===== config.mk =====
export PLATFORM = sky130hd
export DESIGN_NAME = instr_fetch_queue
export DESIGN_NICKNAME = d
export VERILOG_FILES = /design/src/rtl/instr_fetch_queue.sv
export SDC_FILE = /design/constraint.sdc
export NUM_CORES = 1
export LEC_CHECK = 0
export ABC_AREA = 1
export CAP_MARGIN = 20
export CORE_ASPECT_RATIO = 1.5
export CORE_MARGIN = 5
export CORE_UTILIZATION = 25
export CTS_BUF_LIST = sky130_fd_sc_hd__clkbuf_8
export CTS_CLUSTER_DIAMETER = 150
export CTS_CLUSTER_SIZE = 16
export DETAILED_ROUTE_END_ITERATION = 10
export PLACE_DENSITY_LB_ADDON = 0.05
export SYNTH_ARGS = -nofsm -noshare
export SYNTH_HDL_FRONTEND = slang
export SYNTH_SLANG_ARGS = --single-unit

===== constraint.sdc =====
create_clock -name clk_i -period 4.75 [get_ports clk_i]
set_input_delay 0.95 -clock clk_i [delete_from_list [all_inputs] [get_ports clk_i]]
set_output_delay 0.95 -clock clk_i [all_outputs]
set_load 0.05 [all_outputs]

===== src/rtl/instr_fetch_queue.sv =====
// -----------------------------------------------------------------------------
// instr_fetch_queue
//
// Fetch stage that sits in front of decode. It owns the fetch PC and keeps a
// single read request outstanding to a variable-latency instruction memory.
// Returned words are queued with their PCs in a DEPTH-entry FIFO, and the
// FIFO head is presented to the consumer. A redirect flushes the queue,
// reloads the fetch PC and discards any response still in flight.
//
// Parameters
//   DEPTH     FIFO entries; power of two, at least 2
//   RESET_PC  fetch PC loaded on reset
//
// Ports
//   clk_i          in   1   clock, rising edge
//   rst_i          in   1   synchronous active-high reset
//   imem_req_o     out  1   read request valid
//   imem_addr_o    out  32  request byte address (word aligned)
//   imem_gnt_i     in   1   memory accepts the request this cycle
//   imem_rvalid_i  in   1   read data valid (at least one cycle after grant)
//   imem_rdata_i   in   32  returned instruction word
//   instr_valid_o  out  1   FIFO head valid
//   instr_o        out  32  FIFO head instruction, 0 when empty
//   pc_o           out  32  FIFO head PC, 0 when empty
//   instr_ready_i  in   1   consumer takes the head this cycle
//   redirect_i     in   1   flush and restart fetch
//   redirect_pc_i  in   32  new fetch PC, bits [1:0] ignored
//
// Handshakes
//   Consumer side: a transfer happens in any cycle where instr_valid_o and
//   instr_ready_i are both high. While instr_valid_o is high and no transfer
//   or redirect occurs, instr_o/pc_o hold their values. instr_ready_i may be
//   asserted at any time; instr_valid_o never depends on instr_ready_i.
//   Memory side: a request is accepted in any cycle where imem_req_o and
//   imem_gnt_i are both high. imem_addr_o is stable while imem_req_o waits
//   for a grant, unless a redirect intervenes (which also drops imem_req_o
//   for that cycle). Exactly one response is expected per accepted request.
// -----------------------------------------------------------------------------
module instr_fetch_queue #(
  parameter int unsigned DEPTH    = 4,
  parameter logic [31:0] RESET_PC = 32'h0000_0000
) (
  input  logic        clk_i,
  input  logic        rst_i,
  output logic        imem_req_o,
  output logic [31:0] imem_addr_o,
  input  logic        imem_gnt_i,
  input  logic        imem_rvalid_i,
  input  logic [31:0] imem_rdata_i,
  output logic        instr_valid_o,
  output logic [31:0] instr_o,
  output logic [31:0] pc_o,
  input  logic        instr_ready_i,
  input  logic        redirect_i,
  input  logic [31:0] redirect_pc_i
);

  localparam int unsigned PTR_W = $clog2(DEPTH);
  localparam int unsigned CNT_W = PTR_W + 1;
  localparam logic [CNT_W-1:0] DEPTH_C = CNT_W'(DEPTH);

  if (DEPTH < 2 || (DEPTH & (DEPTH - 1)) != 0) begin : g_bad_depth
    $error("instr_fetch_queue: DEPTH must be a power of two and at least 2");
  end

  // IDLE: no request outstanding.
  // WAIT: one request granted, its response will be queued.
  // DROP: one request granted before a redirect, its response is discarded.
  typedef enum logic [1:0] {
    ST_IDLE = 2'd0,
    ST_WAIT = 2'd1,
    ST_DROP = 2'd2
  } state_e;

  state_e            state_q,    state_d;
  logic [31:0]       fetch_pc_q, fetch_pc_d;
  logic [31:0]       req_pc_q,   req_pc_d;
  logic [PTR_W-1:0]  rptr_q,     rptr_d;
  logic [PTR_W-1:0]  wptr_q,     wptr_d;
  logic [CNT_W-1:0]  count_q,    count_d;

  // FIFO storage; contents are qualified by count_q so no reset is needed.
  logic [31:0] fifo_pc_q    [DEPTH];
  logic [31:0] fifo_instr_q [DEPTH];

  logic not_full;
  logic fifo_empty;
  logic grant;
  logic push;
  logic pop;

  // Only the word-aligned part of the redirect target is used.
  logic unused_redirect_lsbs;
  assign unused_redirect_lsbs = ^redirect_pc_i[1:0];

  // ---------------------------------------------------------------------------
  // Combinational control
  // ---------------------------------------------------------------------------
  assign fifo_empty = (count_q == '0);
  assign not_full   = (count_q < DEPTH_C);

  // Requesting only with free space and nothing outstanding guarantees the
  // response always has a slot to land in.
  assign imem_req_o  = (state_q == ST_IDLE) && not_full && !redirect_i;
  assign imem_addr_o = fetch_pc_q;
  assign grant       = imem_req_o && imem_gnt_i;

  // A response arriving together with a redirect belongs to the old stream.
  assign push = (state_q == ST_WAIT) && imem_rvalid_i && !redirect_i;

  assign instr_valid_o = !fifo_empty;
  assign pop           = instr_valid_o && instr_ready_i;

  // Head is read straight out of the storage registers; no path from rdata.
  assign instr_o = fifo_empty ? 32'h0 : fifo_instr_q[rptr_q];
  assign pc_o    = fifo_empty ? 32'h0 : fifo_pc_q[rptr_q];

  // ---------------------------------------------------------------------------
  // Next-state logic
  // ---------------------------------------------------------------------------
  always_comb begin
    state_d    = state_q;
    fetch_pc_d = fetch_pc_q;
    req_pc_d   = req_pc_q;
    rptr_d     = rptr_q;
    wptr_d     = wptr_q;
    count_d    = count_q;

    // Request/response tracking. grant cannot coincide with redirect_i
    // because imem_req_o is masked by it.
    unique case (state_q)
      ST_IDLE: begin
        if (grant) begin
          state_d = ST_WAIT;
        end
      end
      ST_WAIT: begin
        if (imem_rvalid_i) begin
          state_d = ST_IDLE;
        end else if (redirect_i) begin
          state_d = ST_DROP;
        end
      end
      ST_DROP: begin
        if (imem_rvalid_i) begin
          state_d = ST_IDLE;
        end
      end
      default: begin
        state_d = ST_IDLE;
      end
    endcase

    if (grant) begin
      req_pc_d   = fetch_pc_q;
      fetch_pc_d = fetch_pc_q + 32'd4;
    end

    if (redirect_i) begin
      // Flush wins over any push/pop in the same cycle; the latest redirect
      // target always replaces the fetch PC.
      fetch_pc_d = {redirect_pc_i[31:2], 2'b00};
      rptr_d     = '0;
      wptr_d     = '0;
      count_d    = '0;
    end else begin
      if (push) begin
        wptr_d = wptr_q + PTR_W'(1);
      end
      if (pop) begin
        rptr_d = rptr_q + PTR_W'(1);
      end
      if (push && !pop) begin
        count_d = count_q + CNT_W'(1);
      end else if (pop && !push) begin
        count_d = count_q - CNT_W'(1);
      end
    end
  end

  // ---------------------------------------------------------------------------
  // State registers
  // ---------------------------------------------------------------------------
  always_ff @(posedge clk_i) begin
    if (rst_i) begin
      state_q    <= ST_IDLE;
      fetch_pc_q <= RESET_PC;
      req_pc_q   <= 32'h0;
      rptr_q     <= '0;
      wptr_q     <= '0;
      count_q    <= '0;
    end else begin
      state_q    <= state_d;
      fetch_pc_q <= fetch_pc_d;
      req_pc_q   <= req_pc_d;
      rptr_q     <= rptr_d;
      wptr_q     <= wptr_d;
      count_q    <= count_d;
    end
  end

  always_ff @(posedge clk_i) begin
    if (push) begin
      fifo_pc_q[wptr_q]    <= req_pc_q;
      fifo_instr_q[wptr_q] <= imem_rdata_i;
    end
  end

  // ---------------------------------------------------------------------------
  // Invariants
  // ---------------------------------------------------------------------------
`ifndef SYNTHESIS
  a_push_has_room: assert property (@(posedge clk_i) disable iff (rst_i)
    push |-> not_full);

  a_count_bound: assert property (@(posedge clk_i) disable iff (rst_i)
    count_q <= DEPTH_C);

  a_ptr_count: assert property (@(posedge clk_i) disable iff (rst_i)
    (wptr_q - rptr_q) == count_q[PTR_W-1:0]);

  a_addr_aligned: assert property (@(posedge clk_i) disable iff (rst_i)
    imem_addr_o[1:0] == 2'b00);
`endif

endmodule


# ---- After elaboration in Yosys (flattened, before gate mapping)
# Memories as Yosys holds them, arrays and structs flattened. A register that Yosys moved wholly into a read port is not among the register bits.
# Index checks and enable logic that the tools add are counted.
dict set report op_classes {
  eq_ne 5
  muxes 17
  order_cmp 1
  n_reduce_logical 18
  n_addsub 5
}
# operator count
set op_table {}
lappend op_table {{$mux 32} 4}
lappend op_table {{$add 32x3->32 const B} 1}
lappend op_table {{$mux 2} 8}
lappend op_table {{$logic_and 1x1->1} 8}
lappend op_table {{$mux 3} 2}
lappend op_table {{$pmux 2 s3} 1}
lappend op_table {{$add 2x1->2 const B} 2}
lappend op_table {{$logic_not 1->1} 4}
lappend op_table {{$ne 2x2->1 const B} 2}
lappend op_table {{$reduce_bool 2->1} 2}
lappend op_table {{$add 3x1->3 const B} 1}
lappend op_table {{$logic_not 3->1} 1}
lappend op_table {{$lt 3x3->1 const B} 1}
lappend op_table {{$ne 3x3->1 const B} 1}
lappend op_table {{$reduce_and 3->1} 1}
lappend op_table {{$sub 3x1->3 const B} 1}
lappend op_table {{$eq 2x1->1 const B} 1}
lappend op_table {{$eq 2x2->1 const B} 1}
lappend op_table {{$logic_not 2->1} 1}
lappend op_table {{$mux 1} 2}
lappend op_table {{$reduce_or 2->1} 1}
dict set report totals {
  out_inout_bits 98
  ramBits 256
  n_memories 2
  input_bits 70
  elab_cells 55
  reg_bits 73
}
# name words word_bits rd rd_ports_with_merged_regs write_ports line_no
set memory_table {}
lappend memory_table {fifo_instr_q 4 32 1 1 1 84} ;# logic [31:0] fifo_instr_q [DEPTH];
lappend memory_table {fifo_pc_q 4 32 1 1 1 83} ;# logic [31:0] fifo_pc_q [DEPTH];

# ---- Depth between registers and ports, before layout
# Gate-level depths: netlist of run 1.
dict set report depth {
  depth_word 7
  depth_mapped 12
  mapped_depth_nobuf 12
}

# ---- Least setup slack after synthesis of run 1
# Ideal clock, no wire load.
dict set report synth_path {
  path_type {input-to-reg}
  start {input redirect_i}
  end {memory fifo_instr_q[0][0] (enable)}
  path_slack_ns 0.255
  n_path_buf 1
  cell_stages 4
  t_arrival_ns 4.013
  setup_time_ns 0.482
  cell_sequence {buf_2 inv_1 nand2_1 nor2_1}
}
dict set report synth_between {
  elab_chain_len 4
}
# element line_no
set synth_rtl {}
lappend synth_rtl {{start: declaration} 54} ;# input logic redirect_i,
lappend synth_rtl {{$logic_not 1->1} 109} ;# assign push = (state_q == ST_WAIT) && imem_rvalid_i && !redirect_i;
lappend synth_rtl {{$logic_and 1x1->1} 109}
lappend synth_rtl {{$mux 1} 203} ;# if (push) begin
lappend synth_rtl {{$mux 1 (not written as such)} 205} ;# fifo_instr_q[wptr_q] <= imem_rdata_i;
lappend synth_rtl {{end: declaration} 84}
# No other way between the ends.

==> impl_metrics.toml, run 1 <==
[critical_path]
worst_setup_path_start_kind = "flip-flop"
required_ns = 3.80
cp-end-kind = "output pin"
crit_fanout = 75
reg2reg_depth = 5
critical_path_class = "flip-flop to output pin"
crit_arrival_ns = 3.33

[clock_network]
cts-htree-levels = 1
numCtsBuffers = 23
tritoncts = "yes"
cts.sinks = 319
path_clk_slew_ns = 0.11
clock_latency_ns = 0.59
cts_root_buf = "clkbuf_8"
cts.repair.resized = 0
holdBufCountCts = 0
cts_buffer_depth = 3
cts_setup_buffers = 0

[cells_and_area]
area_delta_synth_final_pct = 21.0
fillers = 5572
finalInstanceArea_um2 = 16200
fin_nets = 1528
drive_gt1_share_pct = 5.11
seqCellArea_um2 = 8870
multi_input_area_um2 = 3870
final_cells = 2150

[worst_hold_path]
hold_path.class = "flip-flop to flip-flop"
worstHoldPathCells = 2

[sta]
max_slew.worst_pin.slew_ns = 0.928
skew_ns = 0.0299
slew_headroom_pct = 38.1
setup_viol = 0
max_freq_mhz = 234
tns_ns = 0
maxSlewViolCount = 0
period_share_pct = 90.1
period_needed_ns = 4.28
setup_ws_ns = 0.472
rsz0062_at_grt = "false"
final_hold_viol_count = 0

[placed_design]
placedCellCount = 2108
dpl_cell_area_um2 = 15800
preCtsSetupSlack_ns = 0.989
portBuffers = 161
place_congestion = 0.726
place_hpwl_um = 23800

[floorplan]
start_util_pct = 25.3
boundaryPins = 168
die_x_um = 199
core_um2 = 52800
dieArea_um2 = 58300
rows = 103
die_h_um = 293

[pwr]
power_leakage_nw = 5.62
peakVddDrop_uv = 148
powerDensity_nw_per_um2 = 303
power_mw = 4.91

[route]
vias = 9414
drc_errors = 0
via_per_inst = 4.38
wl_per_cell_um = 18.1
finalWirelength_um = 38900
firstDrtPassIters = 4
drtAntennaViolNets = 0
drtIter0Drc = 351

[status]
status = "complete, no violations"

[global_routing]
grt_max_degree = 93
grt_usage_pct = 13.2
grt_overflow = 0
grt_pass1_wl_um = 59000
antenna_found_initial = 1
grt_pass1_vias = 9528

[yosys]
ys_types = 37
yosysTopAreaCell = "edfxtp_1"
syn_area_um2 = 13400
ys_seq_elements = 319
synth_warnings = 0
synthCells = 1313
netlist.area_leader.share_pct = 55.7
yosys-top-cells-area = "edfxtp_1 56%, dfxtp_1 11%, nor2_1 9.0%"
ys_seq_area_share_pct = 66.3
avgSynthCellArea_um2 = 10.2

[run]
maxCapViolations = 0
per-stage QoR:
stage                     hold slack, ns  utilization (%)
after floorplan                    0.442                -
after global routing               0.517             30.6
after global placement             0.458             29.9
after CTS                          0.483             30.6
final                              0.481             30.6
after detailed placement           0.464             29.9
power breakdown:
| group | internal [mW] | total (mW) | switching, mW |
|---|---|---|---|
| clock | 0.456 | 1.34 | 0.888 |
| combinational | 0.164 | 0.471 | 0.307 |
| sequential | 3.04 | 3.09 | 0.0551 |
state kept, by name (all words and copies together), names as in the netlist, named ones only:
name          flops
req_pc_q         30
rptr_q            2
count_q           3
imem_addr_o      30
fifo_instr_q    128
fifo_pc_q       120
state_q           2
wptr_q            2
final timing paths:
path / start / endpoint / slack (ns)
max: flip-flop / instr_o[5] / 0.47
min: rptr_q[1] / flip-flop / 0.48
max reg2reg: state_q[0] / fifo_instr_q[3][25] / 2.40
min reg2reg: rptr_q[1] / flip-flop / 0.48
cells in the mapped netlist:
cell type and n:
nor2_1 320, edfxtp_1 248, o21ai_0 152, nand2_1 141, a21oi_1 102, inv_1 84, dfxtp_1 71, nand3_1 42
clkbuf_1 41, buf_2 16, o21ai_1 13, nand4_1 9, nor2_4 8, a31oi_1 7, buf_4 7, ha_1 6
o21a_1 6, inv_2 5, xor2_1 5, buf_1 3, buf_6 3, nand3_2 3, nand3b_1 3, nor2_2 3
nand2_2 2, nor3_1 2, a211oi_1 1, a22oi_1 1, conb_1 1, fa_1 1, inv_4 1, nand2_4 1
nand3_4 1, nor3_4 1, nor4_1 1, o211ai_1 1, or2_2 1
per-layer routing:
metal | GRT usage [%] | vias to the layer above | wire (um)
met5 | 0 | - | 0
met1 | 16.3 | 4489 | 16900
li1 | - | 4722 | -
met2 | 23.8 | 165 | 19600
met3 | 2.16 | 38 | 1590
met4 | 3.10 | 0 | 800
final cells by class:
type / count / area share [%]
antenna: 1 / 0.0155
clock buffer: 23 / 1.96
clock inverter: 18 / 0.418
inverter: 90 / 2.11
multi-input combinational: 837 / 23.9
sequential: 319 / 54.9
tap: 682 / 5.27
timing repair buffer: 180 / 11.4
cell usage in the layout (no fill, tap or decap), drive strengths merged:
master	n
a211oi	1
buf	20
or2	1
dfxtp	71
o211ai	1
nor2	331
a21oi	102
nand3	46
clkbuf	23
clkdlybuf4s50	160
edfxtp	248
conb	4
a22oi	1
nor4	1
ha	6
fa	1
o21a	6
nor3	3
a31oi	7
diode	1
nand3b	3
nand2	144
nand4	9
clkinv	1
xor2	5
inv	107
o21ai	165
worst max-delay path, cell delays in order, from the launching register on:
cell and delay (ns):
dfxtp_4 0.96, buf_4 0.40, nor2_1 0.08, nor2_1 0.08, o21ai_0 0.09, a21oi_1 0.23
clkdlybuf4s50_1 0.86
cells by family (layout without fill, tap and decap cells):
group                    after synthesis  in the layout  share of synthesized area, %
flip-flops                           319            319                          66.3
AO/OA/AOI/OAI                        283            283                          10.8
other                                  1              5                        0.0280
buffers and inverters                160            311                          5.03
adder cells (fa/ha/maj)                7              7                         0.711
AND/OR/NAND/NOR                      538            538                          16.7
XOR/XNOR                               5              5                         0.328
No activity file was read; power rests on OpenSTA's default activity.
==> run 2, diff against run 1 <==
--- a/config.mk
+++ b/config.mk
@@ -9,8 +9,7 @@
 export CAP_MARGIN = 20
 export CORE_ASPECT_RATIO = 1.5
 export CORE_MARGIN = 5
-export CORE_UTILIZATION = 25
-export CTS_BUF_LIST = sky130_fd_sc_hd__clkbuf_8
+export CORE_UTILIZATION = 30
 export CTS_CLUSTER_DIAMETER = 150
 export CTS_CLUSTER_SIZE = 16
 export DETAILED_ROUTE_END_ITERATION = 10
==> impl_metrics.toml, run 2 (synthesis results as in run 1) <==
[status]
status = "complete, no violations"

[critical_path]
worstPathCellList = "buf_4 > nor2_1 > nor2_1 > o21ai_0 > a21oi_1 > clkdlybuf4s50_1"
crit_family = "buffers and inverters"
required_ns = 3.80
crit_buf_inv = 2
critical_path_class = "flip-flop to output pin"
crit_slowest_cell = "clkdlybuf4s50_1"
crit_fanout = 70
crit_arrival_ns = 3.07
cpMostUsedCell = "nor2_1"
worst_setup_path_start_kind = "flip-flop"
cpPeakStageDelay_ns = 0.90
cp-end-kind = "output pin"

[floorplan]
dieArea_um2 = 49000
core_um2 = 44000
die_h_um = 269
rows = 94
die_x_um = 182
boundaryPins = 168
start_util_pct = 30.4

[sta]
setup_viol = 0
setup_ws_ns = 0.734
tns_ns = 0
max_freq_mhz = 249
rsz0062_at_grt = "false"
period_share_pct = 84.6
hold_ws_ns = 0.478
max_slew.worst_pin.slew_ns = 0.938
maxSlewViolCount = 0
period_needed_ns = 4.02
slew_headroom_pct = 37.5
final_hold_viol_count = 0
skew_ns = 0.0183

[clock_network]
cts.repair.resized = 0
holdBufCountCts = 0
cts_root_buf = "clkbuf_16"
path_clk_slew_ns = 0.07
cts_setup_buffers = 0
cts_buffer_depth = 3
numCtsBuffers = 23
cts.sinks = 319
tritoncts = "yes"
clock_latency_ns = 0.54
cts-htree-levels = 1

[cells_and_area]
final_cell_mix = "316 x nor2_1, 248 x edfxtp_1, 160 x clkdlybuf4s50_1"
reg.largest.list = "fifo_instr_q x128, fifo_pc_q x120"
regMostFlops = "fifo_instr_q"
area_delta_synth_final_pct = 21.7
fin_nets = 1528
final_common_cell = "nor2_1"
drive_gt1_share_pct = 5.11
antenna_cells = 0
largest_reg_flops = 128

[placed_design]
portBuffers = 161
preCtsSetupSlack_ns = 1.04
place_hpwl_um = 21100
place_congestion = 0.765

[pwr]
power_mw = 5.40
comb_power_share_pct = 8.6
peakVddDrop_uv = 204
power_leakage_nw = 5.65
power_frac_clock_pct = 34.2
powerDensity_nw_per_um2 = 332
p_int_mw = 4.11
netSwitchingFraction_pct = 23.8
seqPwrFrac_pct = 57.2
power_switching_mw = 1.28

[route]
firstDrtPassIters = 5
drtIter0Drc = 408
drc_errors = 0
vias = 9398
wl_per_cell_um = 17.4
via_per_inst = 4.60
finalWirelength_um = 35500
drtAntennaViolNets = 0

[global_routing]
grt_usage_pct = 14.3
grt_max_degree = 71
grt_pass1_wl_um = 54700
antenna_found_initial = 0
grt_overflow = 0
grt_pass1_vias = 9380

[worst_hold_path]
hold_path.class = "flip-flop to flip-flop"

[run]
maxCapViolations = 0
-- run 2: cell count changes in the layout (fill, tap and decap cells not counted), moves of 2 or more --
| cell | change |
|---|---|
| buf_12 | -2 |
| inv_1 | -18 |
| clkbuf_8 | -23 |
| clkbuf_16 | +23 |
| clkbuf_1 | +18 |
| buf_4 | +2 |
-- run 2: layout make-up --
| class | instances | area, um^2 |
|---|---|---|
| repair buffers | 180 | 1830 |
| flip-flops and latches | 319 | 8870 |
| fillers | 4437 | 27700 |
| well taps | 576 | 721 |
| multi-input cells | 837 | 3870 |
| inverters | 90 | 342 |
| clock buffers | 41 | 643 |
-- run 2: path summary, 6_finish.rpt --
check / start / end / slack (ns) / cells past startpoint
setup / recovery: flip-flop / pc_o[17] / 0.73 / 6
hold / removal: rptr_q[0] / flip-flop / 0.48 / 1
setup reg to reg: count_q[2] / count_q[2] / 2.46 / 12
hold reg to reg: rptr_q[0] / flip-flop / 0.48 / 1
-- run 2: metal layers --
layer / vias up / GRT usage [%] / part of all wire, %
met5: - / 0 / 0
met4: 0 / 3.82 / 2.2
met3: 39 / 2.12 / 3.7
met2: 184 / 25.7 / 50
met1: 4457 / 17.9 / 44
li1: 4718 / - / -
-- run 2: stage by stage --
step                      instances  util [%]  area (um^2)
after detailed placement       2002      35.5        15600
after floorplan                1316         -        13400
after CTS                      2043      37.0        16300
after global routing           2043      37.0        16300
final                          2043      37.0        16300
after global placement         2002      35.5        15600
-- run 2: power groups by stage --
stage               Sequential, mW  Combinational (mW)  Clock [mW]
floorplan                     3.19               0.228           0
global placement              3.15               0.473           0
detailed placement            3.15               0.473           0
CTS                           3.09               0.475        1.93
global route                  3.10               0.506        2.03
finish                        3.09               0.466        1.84
-- run 2: worst register-to-register path, cell delays in order (launching register included) --
cell	delay (ns)
dfxtp_1	0.39
nor3_4	0.24
buf_12	0.36
inv_2	0.07
nand2_1	0.13
ha_1	0.16
inv_1	0.07
fa_1	0.38
nor2_1	0.11
nor2_1	0.04
nand2_1	0.07
o21ai_0	0.07
a21oi_1	0.13
==> run 3, diff against run 2 <==
==> constraint.sdc (replaced) <==
create_clock -name clk_i -period 4.1 [get_ports clk_i]
set_input_delay 0.82 -clock clk_i [delete_from_list [all_inputs] [get_ports clk_i]]
set_output_delay 0.82 -clock clk_i [all_outputs]
set_load 0.05 [all_outputs]
==> impl_metrics.toml, run 3 (synthesis results as in run 1) <==
[critical_path]
crit_arrival_ns = 2.81
reg2reg_depth = 12
required_ns = 3.28
cpMostUsedCell = "nor2_1"
crit_fanout = 52
critical_path_class = "flip-flop to output pin"
crit_slowest_cell = "clkdlybuf4s50_1"
worst_setup_path_start_kind = "flip-flop"
worstPathCellList = "buf_12 > nor2_1 > nor2_1 > o21ai_0 > a21oi_1 > clkdlybuf4s50_1"
cpPeakStageDelay_ns = 0.89
cp-end-kind = "output pin"
worst_r2r_endpoint = "count_q[2]"
reg2reg_from = "state_q[0]"
ff2ff_setup_slack_ns = 1.79

[cells_and_area]
fillers = 4435
drive_gt1_share_pct = 6.95
largest_reg_flops = 128
area_delta_synth_final_pct = 22.1
final_cells = 2044
antenna_cells = 0
fin_nets = 1528
reg.largest.list = "fifo_instr_q x128, fifo_pc_q x120"
final_cell_mix = "316 x nor2_1, 248 x edfxtp_1, 152 x o21ai_0"
regMostFlops = "fifo_instr_q"
finalInstanceArea_um2 = 16300
final_common_cell = "nor2_1"

[placed_design]
place_hpwl_um = 21600
dpl_cell_area_um2 = 15700
preCtsSetupSlack_ns = 0.667
portBuffers = 161
placedCellCount = 2002
place_congestion = 0.734

[route]
drc_errors = 0
drtIter0Drc = 341
firstDrtPassIters = 4
finalWirelength_um = 35800
vias = 9385
via_per_inst = 4.59
drtAntennaViolNets = 0
wl_per_cell_um = 17.5

[floorplan]
start_util_pct = 30.4
boundaryPins = 168
die_h_um = 269
die_x_um = 182
rows = 94
core_um2 = 44000
dieArea_um2 = 49000

[global_routing]
grt_pass1_wl_um = 55600
grt_max_degree = 71
grt_pass1_vias = 9585
antenna_found_initial = 0
grt_overflow = 0
grt_usage_pct = 14.5

[pwr]
power_leakage_nw = 5.74
powerDensity_nw_per_um2 = 385
power_mw = 6.28
peakVddDrop_uv = 236

[sta]
max_slew.worst_pin.slew_ns = 0.823
setup_ws_ns = 0.471
maxSlewViolCount = 0
hold_ws_ns = 0.472
max_freq_mhz = 276
setup_viol = 0
period_needed_ns = 3.63
slew_headroom_pct = 45.1
final_hold_viol_count = 0
period_share_pct = 88.5
rsz0062_at_grt = "false"
skew_ns = 0.0180

[status]
status = "complete, no violations"

[clock_network]
cts_root_buf = "clkbuf_16"
cts.sinks = 319
numCtsBuffers = 23
cts.repair.resized = 0
holdBufCountCts = 0
tritoncts = "yes"
cts-htree-levels = 1
cts_setup_buffers = 0
cts_buffer_depth = 3
clock_latency_ns = 0.54
path_clk_slew_ns = 0.07

[worst_hold_path]
worstHoldPathCells = 2
hold_start = "rptr_q[1]"
hold_path.class = "flip-flop to flip-flop"

[run]
maxCapViolations = 0
run 3: changes by cell type in the layout (fill, tap and decap cells not counted), sizes merged:
| cell | before | now |
|---|---|---|
| clkdlybuf4s50 | 160 | 134 |
| inv | 89 | 90 |
| buf | 20 | 46 |
run 3: cell type report:
class / count / area, um^2 / share of cell area (%)
repair buffers: 180 / 1860 / 11.4
inverters: 90 / 342 / 2.09
multi-input cells: 837 / 3870 / 23.7
clock inverters: 1 / 8.76 / 0.0537
clock buffers: 41 / 643 / 3.94
flip-flops and latches: 319 / 8870 / 54.4
well taps: 576 / 721 / 4.42
run 3: worst max path at each step:
stage                    endpoint        from
2_1_floorplan  fifo_instr_q[0][0]  redirect_i
3_3_place_gp           count_q[2]  redirect_i
3_5_place_dp           count_q[1]  redirect_i
4_1_cts               instr_o[29]   flip-flop
5_1_grt                  pc_o[18]   flip-flop
6_report                 pc_o[18]   flip-flop
run 3: layer usage:
metal | up-vias | global-route usage [%] | part of all wire (%)
li1 | 4721 | - | -
met3 | 38 | 2.19 | 3.6
met4 | 0 | 3.09 | 1.7
met1 | 4464 | 18.2 | 44
met5 | - | 0 | 0
met2 | 162 | 26.3 | 51
run 3: through the flow:
stage	util [%]	setup TNS, ns
global route	37.1	0
global placement	35.6	0
floorplan	-	-65.74
detailed placement	35.6	0
CTS	37.1	0
finish	37.1	0
run 3: critical path, delay by kind of cell, from the launching register on:
kind	cells	cell delay, ns
buf+inv	2	1.17
simple gates	2	0.16
flops	1	0.52
compound gates	2	0.40
run 3: report_power, final:
part / switching [mW] / internal [mW] / leakage, nW / total [mW]
logic: 0.352 / 0.189 / 2.60 / 0.542
registers: 0.0596 / 3.52 / 2.83 / 3.58
clock network: 1.09 / 1.07 / 0.309 / 2.16
